<file path="src/rtl/decode_issue.sv">
// decode_issue: one-entry decode register, RV32 subset decode,
// scoreboarded operand read and val/rdy micro-op issue.
module decode_issue #(
  parameter int          p_addr_bits = 32,
  parameter int          p_inst_bits = 32,
  parameter logic [31:0] p_rst_pc    = 32'b0
) (
  input  logic                   clk,
  input  logic                   rst,
  input  logic                   F_val,
  output logic                   F_rdy,
  input  logic [p_inst_bits-1:0] F_inst,
  input  logic [p_addr_bits-1:0] F_pc,
  output logic                   F_squash,
  output logic [p_addr_bits-1:0] F_branch_target,
  output logic                   X_val,
  input  logic                   X_rdy,
  output logic [p_addr_bits-1:0] X_pc,
  output logic [3:0]             X_uop,
  output logic [p_inst_bits-1:0] X_op1,
  output logic [p_inst_bits-1:0] X_op2,
  output logic [p_inst_bits-1:0] X_imm,
  output logic [4:0]             X_waddr,
  output logic                   X_wen,
  input  logic                   W_val,
  input  logic [4:0]             W_waddr,
  input  logic [p_inst_bits-1:0] W_wdata
);

  typedef logic [p_inst_bits-1:0] t_data;
  typedef logic [p_addr_bits-1:0] t_addr;

  localparam logic [3:0] UOP_ADD  = 4'd0;
  localparam logic [3:0] UOP_ADDI = 4'd1;
  localparam logic [3:0] UOP_MUL  = 4'd2;
  localparam logic [3:0] UOP_LW   = 4'd3;
  localparam logic [3:0] UOP_SW   = 4'd4;
  localparam logic [3:0] UOP_JAL  = 4'd5;
  localparam logic [3:0] UOP_LUI  = 4'd6;
  localparam logic [3:0] UOP_ILL  = 4'd15;

  logic        r_dr_val;
  logic [31:0] r_dr_inst;
  t_addr       r_dr_pc;
  logic [31:0] r_pend;
  t_data       r_rf [32];

  logic [6:0]  w_opc;
  logic [2:0]  w_f3;
  logic [6:0]  w_f7;
  logic [4:0]  w_rd;
  logic [4:0]  w_rs1;
  logic [4:0]  w_rs2;
  logic        w_is_add;
  logic        w_is_mul;
  logic        w_is_addi;
  logic        w_is_lw;
  logic        w_is_sw;
  logic        w_is_jal;
  logic        w_is_lui;
  logic [3:0]  w_uop;
  logic        w_use1;
  logic        w_use2;
  logic        w_wr;
  logic        w_wen;
  t_data       w_imm;
  t_data       w_rs1_val;
  t_data       w_rs2_val;
  logic [20:0] w_jimm;
  logic [31:0] w_wclr;
  logic [31:0] w_pset;
  logic [31:0] w_pend_eff;
  logic        w_hz;
  logic        w_x_val;
  logic        w_x_xfer;
  logic        w_squash;
  logic        w_f_xfer;

  assign w_opc = r_dr_inst[6:0];
  assign w_rd  = r_dr_inst[11:7];
  assign w_f3  = r_dr_inst[14:12];
  assign w_rs1 = r_dr_inst[19:15];
  assign w_rs2 = r_dr_inst[24:20];
  assign w_f7  = r_dr_inst[31:25];

  assign w_is_add  = (w_opc == 7'h33) && (w_f3 == 3'd0)
                     && (w_f7 == 7'h00);
  assign w_is_mul  = (w_opc == 7'h33) && (w_f3 == 3'd0)
                     && (w_f7 == 7'h01);
  assign w_is_addi = (w_opc == 7'h13) && (w_f3 == 3'd0);
  assign w_is_lw   = (w_opc == 7'h03) && (w_f3 == 3'd2);
  assign w_is_sw   = (w_opc == 7'h23) && (w_f3 == 3'd2);
  assign w_is_jal  = (w_opc == 7'h6f);
  assign w_is_lui  = (w_opc == 7'h37);

  assign w_jimm = {r_dr_inst[31], r_dr_inst[19:12],
                   r_dr_inst[20], r_dr_inst[30:21], 1'b0};

  // Opcode decode: micro-op, register usage and immediate.
  always_comb begin
    w_uop  = UOP_ILL;
    w_use1 = 1'b0;
    w_use2 = 1'b0;
    w_wr   = 1'b0;
    w_imm  = '0;
    unique case (1'b1)
      w_is_add: begin
        w_uop  = UOP_ADD;
        w_use1 = 1'b1;
        w_use2 = 1'b1;
        w_wr   = 1'b1;
      end
      w_is_mul: begin
        w_uop  = UOP_MUL;
        w_use1 = 1'b1;
        w_use2 = 1'b1;
        w_wr   = 1'b1;
      end
      w_is_addi: begin
        w_uop  = UOP_ADDI;
        w_use1 = 1'b1;
        w_wr   = 1'b1;
        w_imm  = t_data'($signed(r_dr_inst[31:20]));
      end
      w_is_lw: begin
        w_uop  = UOP_LW;
        w_use1 = 1'b1;
        w_wr   = 1'b1;
        w_imm  = t_data'($signed(r_dr_inst[31:20]));
      end
      w_is_sw: begin
        w_uop  = UOP_SW;
        w_use1 = 1'b1;
        w_use2 = 1'b1;
        w_imm  = t_data'($signed({r_dr_inst[31:25],
                                  r_dr_inst[11:7]}));
      end
      w_is_jal: begin
        w_uop = UOP_JAL;
        w_wr  = 1'b1;
        w_imm = t_data'($signed(w_jimm));
      end
      w_is_lui: begin
        w_uop = UOP_LUI;
        w_wr  = 1'b1;
        w_imm = t_data'({r_dr_inst[31:12], 12'h000});
      end
      default: ;
    endcase
  end

  assign w_wen = w_wr && (w_rd != 5'd0);

  // Operand read with same-cycle writeback bypass; x0 reads zero.
  always_comb begin
    w_rs1_val = r_rf[w_rs1];
    w_rs2_val = r_rf[w_rs2];
    if (W_val && (W_waddr == w_rs1))
      w_rs1_val = W_wdata;
    if (W_val && (W_waddr == w_rs2))
      w_rs2_val = W_wdata;
    if (w_rs1 == 5'd0)
      w_rs1_val = '0;
    if (w_rs2 == 5'd0)
      w_rs2_val = '0;
  end

  assign w_wclr     = {31'b0, W_val} << W_waddr;
  assign w_pend_eff = r_pend & ~w_wclr;

  assign w_hz = r_dr_val &&
                ((w_use1 && w_pend_eff[w_rs1]) ||
                 (w_use2 && w_pend_eff[w_rs2]) ||
                 (w_wen  && w_pend_eff[w_rd]));

  assign w_x_val  = r_dr_val && !w_hz;
  assign w_x_xfer = w_x_val && X_rdy;
  assign w_squash = w_x_xfer && w_is_jal;
  assign w_f_xfer = F_val && F_rdy;
  assign w_pset   = {31'b0, w_x_xfer && w_wen} << w_rd;

  assign F_rdy           = (!r_dr_val || w_x_xfer) && !w_squash;
  assign F_squash        = w_squash;
  assign F_branch_target = r_dr_pc + t_addr'($signed(w_jimm));

  // Issue outputs straight from the decode register; idle slots read zero.
  always_comb begin
    X_val   = w_x_val;
    X_pc    = r_dr_pc;
    X_uop   = 4'd0;
    X_op1   = '0;
    X_op2   = '0;
    X_imm   = '0;
    X_waddr = 5'd0;
    X_wen   = 1'b0;
    if (r_dr_val) begin
      X_uop   = w_uop;
      X_op1   = w_is_jal ? t_data'(r_dr_pc) : w_rs1_val;
      X_op2   = w_is_jal ? t_data'(4) : w_rs2_val;
      X_imm   = w_imm;
      X_waddr = w_rd;
      X_wen   = w_wen;
    end
  end

  // Decode register: load on accept, drain on issue.
  always_ff @(posedge clk) begin
    if (rst) begin
      r_dr_val  <= 1'b0;
      r_dr_inst <= '0;
      r_dr_pc   <= t_addr'(p_rst_pc);
    end else if (w_f_xfer) begin
      r_dr_val  <= 1'b1;
      r_dr_inst <= 32'(F_inst);
      r_dr_pc   <= F_pc;
    end else if (w_x_xfer) begin
      r_dr_val  <= 1'b0;
    end
  end

  // Scoreboard: writeback clears, issue sets; set wins on collision.
  always_ff @(posedge clk) begin
    if (rst)
      r_pend <= '0;
    else
      r_pend <= (w_pend_eff | w_pset) & ~32'd1;
  end

  // Register file: not reset, so late writebacks still land.
  always_ff @(posedge clk) begin
    if (W_val && (W_waddr != 5'd0))
      r_rf[W_waddr] <= W_wdata;
  end

endmodule

</file>
<file path="config.mk">
export PLATFORM = sky130hd
export DESIGN_NAME = decode_issue
export DESIGN_NICKNAME = d
export VERILOG_FILES = /design/src/rtl/decode_issue.sv
export SDC_FILE = /design/constraint.sdc
export NUM_CORES = 2
export LEC_CHECK = 0
export BUFFER_PORTS_ARGS = -buffer_cell sky130_fd_sc_hd__buf_4
export CAP_MARGIN = 20
export CORE_MARGIN = 4
export CORE_UTILIZATION = 60
export DETAILED_ROUTE_END_ITERATION = 10
export MAX_ROUTING_LAYER = met4
export PLACE_DENSITY = 0.76
export REMOVE_ABC_BUFFERS = 1
export SYNTH_ARGS = -nofsm -noshare
export SYNTH_HDL_FRONTEND = slang
export SYNTH_SLANG_ARGS = --single-unit
</file>
<file path="constraint.sdc">
create_clock -name clk -period 7.5 [get_ports clk]
set_input_delay 1.5 -clock clk [delete_from_list [all_inputs] [get_ports clk]]
set_output_delay 1.5 -clock clk [all_outputs]
set_load 0.1 [all_outputs]
</file>
* Word-level counts from Yosys, hierarchy flattened *
Memories as Yosys holds them, arrays and structs flattened. A register that Yosys moved wholly into a read port is not among the register bits.
Index checks and enable logic that the tools add are counted.

storage, ports and cells
  register bits after elaboration = 97
  memory bits (writable) = 1024
  input bits = 106
  word-level logic and storage cells = 93
  memories = 1
  output and inout port bits = 173

memories
  memory  depth  bits a word  read ports  clocked after memory_dff  wr ports  RTL line  RTL
  r_rf    32     32           2           2                         1         46        t_data r_rf [32];

operators by class
  $lt $le $gt $ge = 3
  $add $sub $neg = 1
  equal/unequal tests = 10
  multiplexer cells = 31
  shift-type cells = 2
  bitwise logic cells = 3
  reduce and logical (&&, ||, !) cells = 37

operator list
  operator              number
  $mux W32              9
  $pmux W32 S4          1
  $shl A1 B5 Y32        2
  $add A32 B32 Y32      1
  $and A32 B32 Y32      1
  $not A32 Y32          1
  $or A32 B32 Y32       1
  $pmux W4 S7           1
  $mux W5               5
  $eq A7 B6 Y1 const B  3
  $logic_and A1 B1 Y1   20
  $lt A5 B6 Y1 const B  3
  $bmux W1 S5           3
  $mux W1               11
  $eq A5 B5 Y1          2
  $logic_not A5 Y1      2
  $reduce_bool A5 Y1    2
  $eq A7 B1 Y1 const B  1
  $eq A7 B2 Y1 const B  1
  $eq A7 B5 Y1 const B  1
  $eq A7 B7 Y1 const B  1
  $logic_not A7 Y1      1
  $reduce_or A6 Y1      1
  $reduce_or A5 Y1      1
  other kinds (8)       12

* Depth between registers and ports, before layout *
  depth in word-level cells = 18
  mapped depth = 14
  depth with buffers taken out = 11

* Worst setup path before layout *
OpenSTA, ideal clock, no wires.

  path kind = register to output
  start = register r_dr_pc[1], in the netlist X_pc[1]
  end = output F_branch_target[31]
  data arrival time = 7790 ps
  data required time = 6000 ps
  buffers on the path = 0
  cell stages (with the launch flop) = 12
  setup slack = -1790 ps
  cell sequence = dfxtp_1 > ha_1 > inv_1 > fa_1 > nor2b_1 > o31ai_1 > a211oi_1 > o21a_1 > o311ai_0 > a21oi_1 > mux2i_1 > a2111oi_0

between the ends
  word-level cells in the longest chain between the ends = 1

ends and longest elaborated chain
  element                   RTL line  RTL
  start: declaration        44        t_addr r_dr_pc;
  start signal: assignment  211       r_dr_pc <= t_addr'(p_rst_pc);
  start signal: assignment  215       r_dr_pc <= F_pc;
  $add A32 B32 Y32          184       assign F_branch_target = r_dr_pc + t_addr'($signed(w_jimm));
  end: declaration          15        output logic [p_addr_bits-1:0] F_branch_target,

Every way passes these cells.

* Final worst setup path *
  start = register r_dr_inst[21]
  end = output F_branch_target[31]

between the ends
  word-level cells in the longest chain between the ends = 1

ends and longest elaborated chain
  element                   RTL line  RTL
  start: declaration        43        logic [31:0] r_dr_inst;
  start signal: assignment  214       r_dr_inst <= 32'(F_inst);
  $add A32 B32 Y32          184

Every way passes these cells.

==> results.tsv <==
metric	value	unit
Tot Pwr	15620	µW
worst r2r dst	X_pc[19]$_SDFFE_PP0N_	
hold depth	2	
total leakage power	0.02008	µW
Post-Synth Adder-Cell Area	0.007109	
Worst Path Max Fanout	11	
die height	312.5	µm
worst vdd rail ir drop	0.2454	mV
Slew Limit Headroom	0.2121	
hold_buf cts	0	
Via density	7.397	
Total Routing Usage GR	0.3777	
cell area after synthesis	55620	µm²
yosys warns	0	
R2R cell count	10	
Cell Pwr Density	246.4	nW/µm²
Nets	3508	
post-cts sizing count	0	
vias in the first global route	35512	
Yosys top cell by area	edfxtp_1	
setup bufs post-CTS	0	
total number of vias	34819	
drc violations	0	
CTS H-Tree Depth	3	
clock sink count	1130	
Root Driver	clkbuf_16	
Area Overhead vs Synth	13.94	%
initial antenna violation count	4	
Simple-Gate Fraction of Synth Area	0.04614	
Period Utilization, post-route	0.8792	
antenna-violating nets left	0	
Post-synth EDFFs	1024	
area of the multi-input gates	21970	µm²
GPL Wtd Cong	0.9512	
max-cap violation count	0	
Mean Syn Cell Area	17.95	µm²
die width	312.5	µm
later-pin clock latency in the skew report	0.72	ns
CTS tree	built	
endpoint class of the critical path	output pin	
Slew Viols, Final	0	
CP Data Required Time	6.00	ns
Most used DFF post-synth	edfxtp_1	
Critical Path Start Type	flop	
Detail Placement HPWL	99.61	mm
clock transition at the registers of the reported paths	0.06	ns
Cells after Synth	3098	
non-filler cells in the finished layout	4707	
crit path kind	reg -> out	
Worst Setup SP	r_dr_inst[21]$_SDFFE_PP0N_	
register area	32900	µm²
most frequent cell after synthesis	edfxtp_1	
R2R setup slack	2.98	ns
Wirelength per Cell	37.65	µm
Yosys cell types	81	
part of the Yosys area used for sequential elements	0.5910	
Die Area	97630	µm²
Hold Path Class	reg -> reg	
compound-gate portion of the synthesized area	0.04036	
async set or reset register ratio after synthesis	0	
pin count of the biggest net entering global routing	96	
xor/xnor share of the synthesized area	0.005512	
share of cells above drive strength 1	0.3651	
initial DRC count	5210	
IO Count	279	
initial core utilization	0.6058	
Worst Tran Pin Value	1.175	ns
fin crit period	6.594	ns
GRT overflow	0	
outcome	completed	
maximum root-to-sink buffer count	3	
Synth top area share	0.5529	
Fin. Hold Viols	0	
final setup fails	0	
DP Cell Count	4495	
drt pass-1 iters	6	
core area	91800	µm²
row count	111	
RSZ-0062 raised after global routing	false	
Post-Route WL	177.2	mm
synth top area cells	edfxtp_1, mux4_2, dfxtp_1, mux2i_1, nand2b_1	
IO buf count	278	
# fillers	5758	
global-route wire length before repair	256.0	mm
flops & latches, synth	1130	
R2R Path Start	r_dr_inst[31]$_SDFFE_PP0N_	
proportion of synthesized area in mux cells	0.2886	
worst hold slack	0.5038	ns
Setup Skew	0.03758	ns
Data arrival, critical path	5.09	ns
Inserted Clock Buffers	115	
main combinational cell family by area after synthesis	multiplexers	
CP Capture Point	F_branch_target[31]	
Max Freq	0.1517	GHz
most instantiated cells after synthesis	edfxtp_1, mux4_2, clkbuf_1, nor2_1, nand2b_1	
-- where the power goes --
part / internal [µW] / switching [µW]
Sequential: 6980 / 195
Clock: 3340 / 2480
Combinational: 973 / 1660
-- layout make-up --
class / instances / share of cell area
antenna: 5 / 0.0001975
clock buffer: 143 / 0.04830
clock inverter: 62 / 0.01124
inverter: 26 / 0.001540
multi-input combinational: 1720 / 0.3467
sequential: 1130 / 0.5193
tap: 1243 / 0.02454
timing repair buffer: 378 / 0.04818
-- cells by family (layout without fill, tap and decap cells) --
kind of cell,after synthesis,after routing
adders and majority gates,31,31
other,1,37
DFF,1130,1130
and+or+nand+nor,491,491
xor gates and xnor gates,35,35
muxes,788,788
AOI/OAI and AO/OA,343,343
buffers and inverters,279,609
-- layout by cell type, fill, tap and decap left out, types with 35 or more instances in the layout --
cell type / instances
edfxtp_1: 1024
o21ai_0: 74
nand2_1: 73
buf_4: 362
nand2b_1: 136
clkbuf_16: 118
mux2i_1: 132
nand4_1: 35
a211oi_1: 38
dfxtp_1: 96
a22oi_1: 38
mux4_2: 652
a21oi_1: 74
nor2_1: 109
-- critical path: stages (launching register included) --
cell and delay (ns):
dfxtp_1 0.31, buf_4 0.24, ha_1 0.25, inv_1 0.07, fa_1 0.40, nor2b_1 0.20
o31ai_1 0.12, a211oi_1 0.41, o21a_1 0.24, o311ai_0 0.20, a21oi_1 0.83, mux2i_1 0.18
a2111oi_0 0.54, buf_4 0.39
-- layer usage --
layer  routed length [µm]  GRT usage  vias up  share of wire
met3                20340    0.08441      520           0.11
met1                61380     0.4859    18000           0.35
met5                    0          -        -              0
met4                 9612     0.1680        0          0.054
li1                     -          -    13563              -
met2                85910     0.5878     2736           0.48
-- worst min path at each step --
stage                                 to                       from  slack, ns
2_1_floorplan       r_pend[7]$_SDFF_PP0_       r_pend[7]$_SDFF_PP0_       0.45
3_3_place_gp   r_dr_inst[0]$_SDFFE_PP0N_  r_dr_inst[0]$_SDFFE_PP0N_       0.48
3_5_place_dp   r_dr_inst[0]$_SDFFE_PP0N_  r_dr_inst[0]$_SDFFE_PP0N_       0.48
4_1_cts             r_pend[7]$_SDFF_PP0_       r_pend[7]$_SDFF_PP0_       0.50
5_1_grt             r_pend[3]$_SDFF_PP0_       r_pend[3]$_SDFF_PP0_       0.53
6_report            r_pend[7]$_SDFF_PP0_       r_pend[7]$_SDFF_PP0_       0.50
-- registers in the layout, summed over array words and instances (netlist names), named ones only --
name       count
X_pc          32
r_dr_val       1
r_pend        31
r_dr_inst     32
r_rf        1024
-- through the flow --
step | utilization | cell area, µm² | setup TNS [ns] | setup WS, ns
floorplan | - | 54650 | -482.18 | -7.884
global placement | 0.6483 | 59520 | 0 | 1.276
detailed placement | 0.6486 | 59550 | 0 | 1.236
CTS | 0.6897 | 63320 | 0 | 0.9273
global route | 0.6902 | 63360 | 0 | 0.7604
finish | 0.6903 | 63370 | 0 | 0.9063
Power figures use the tool's default switching activity.
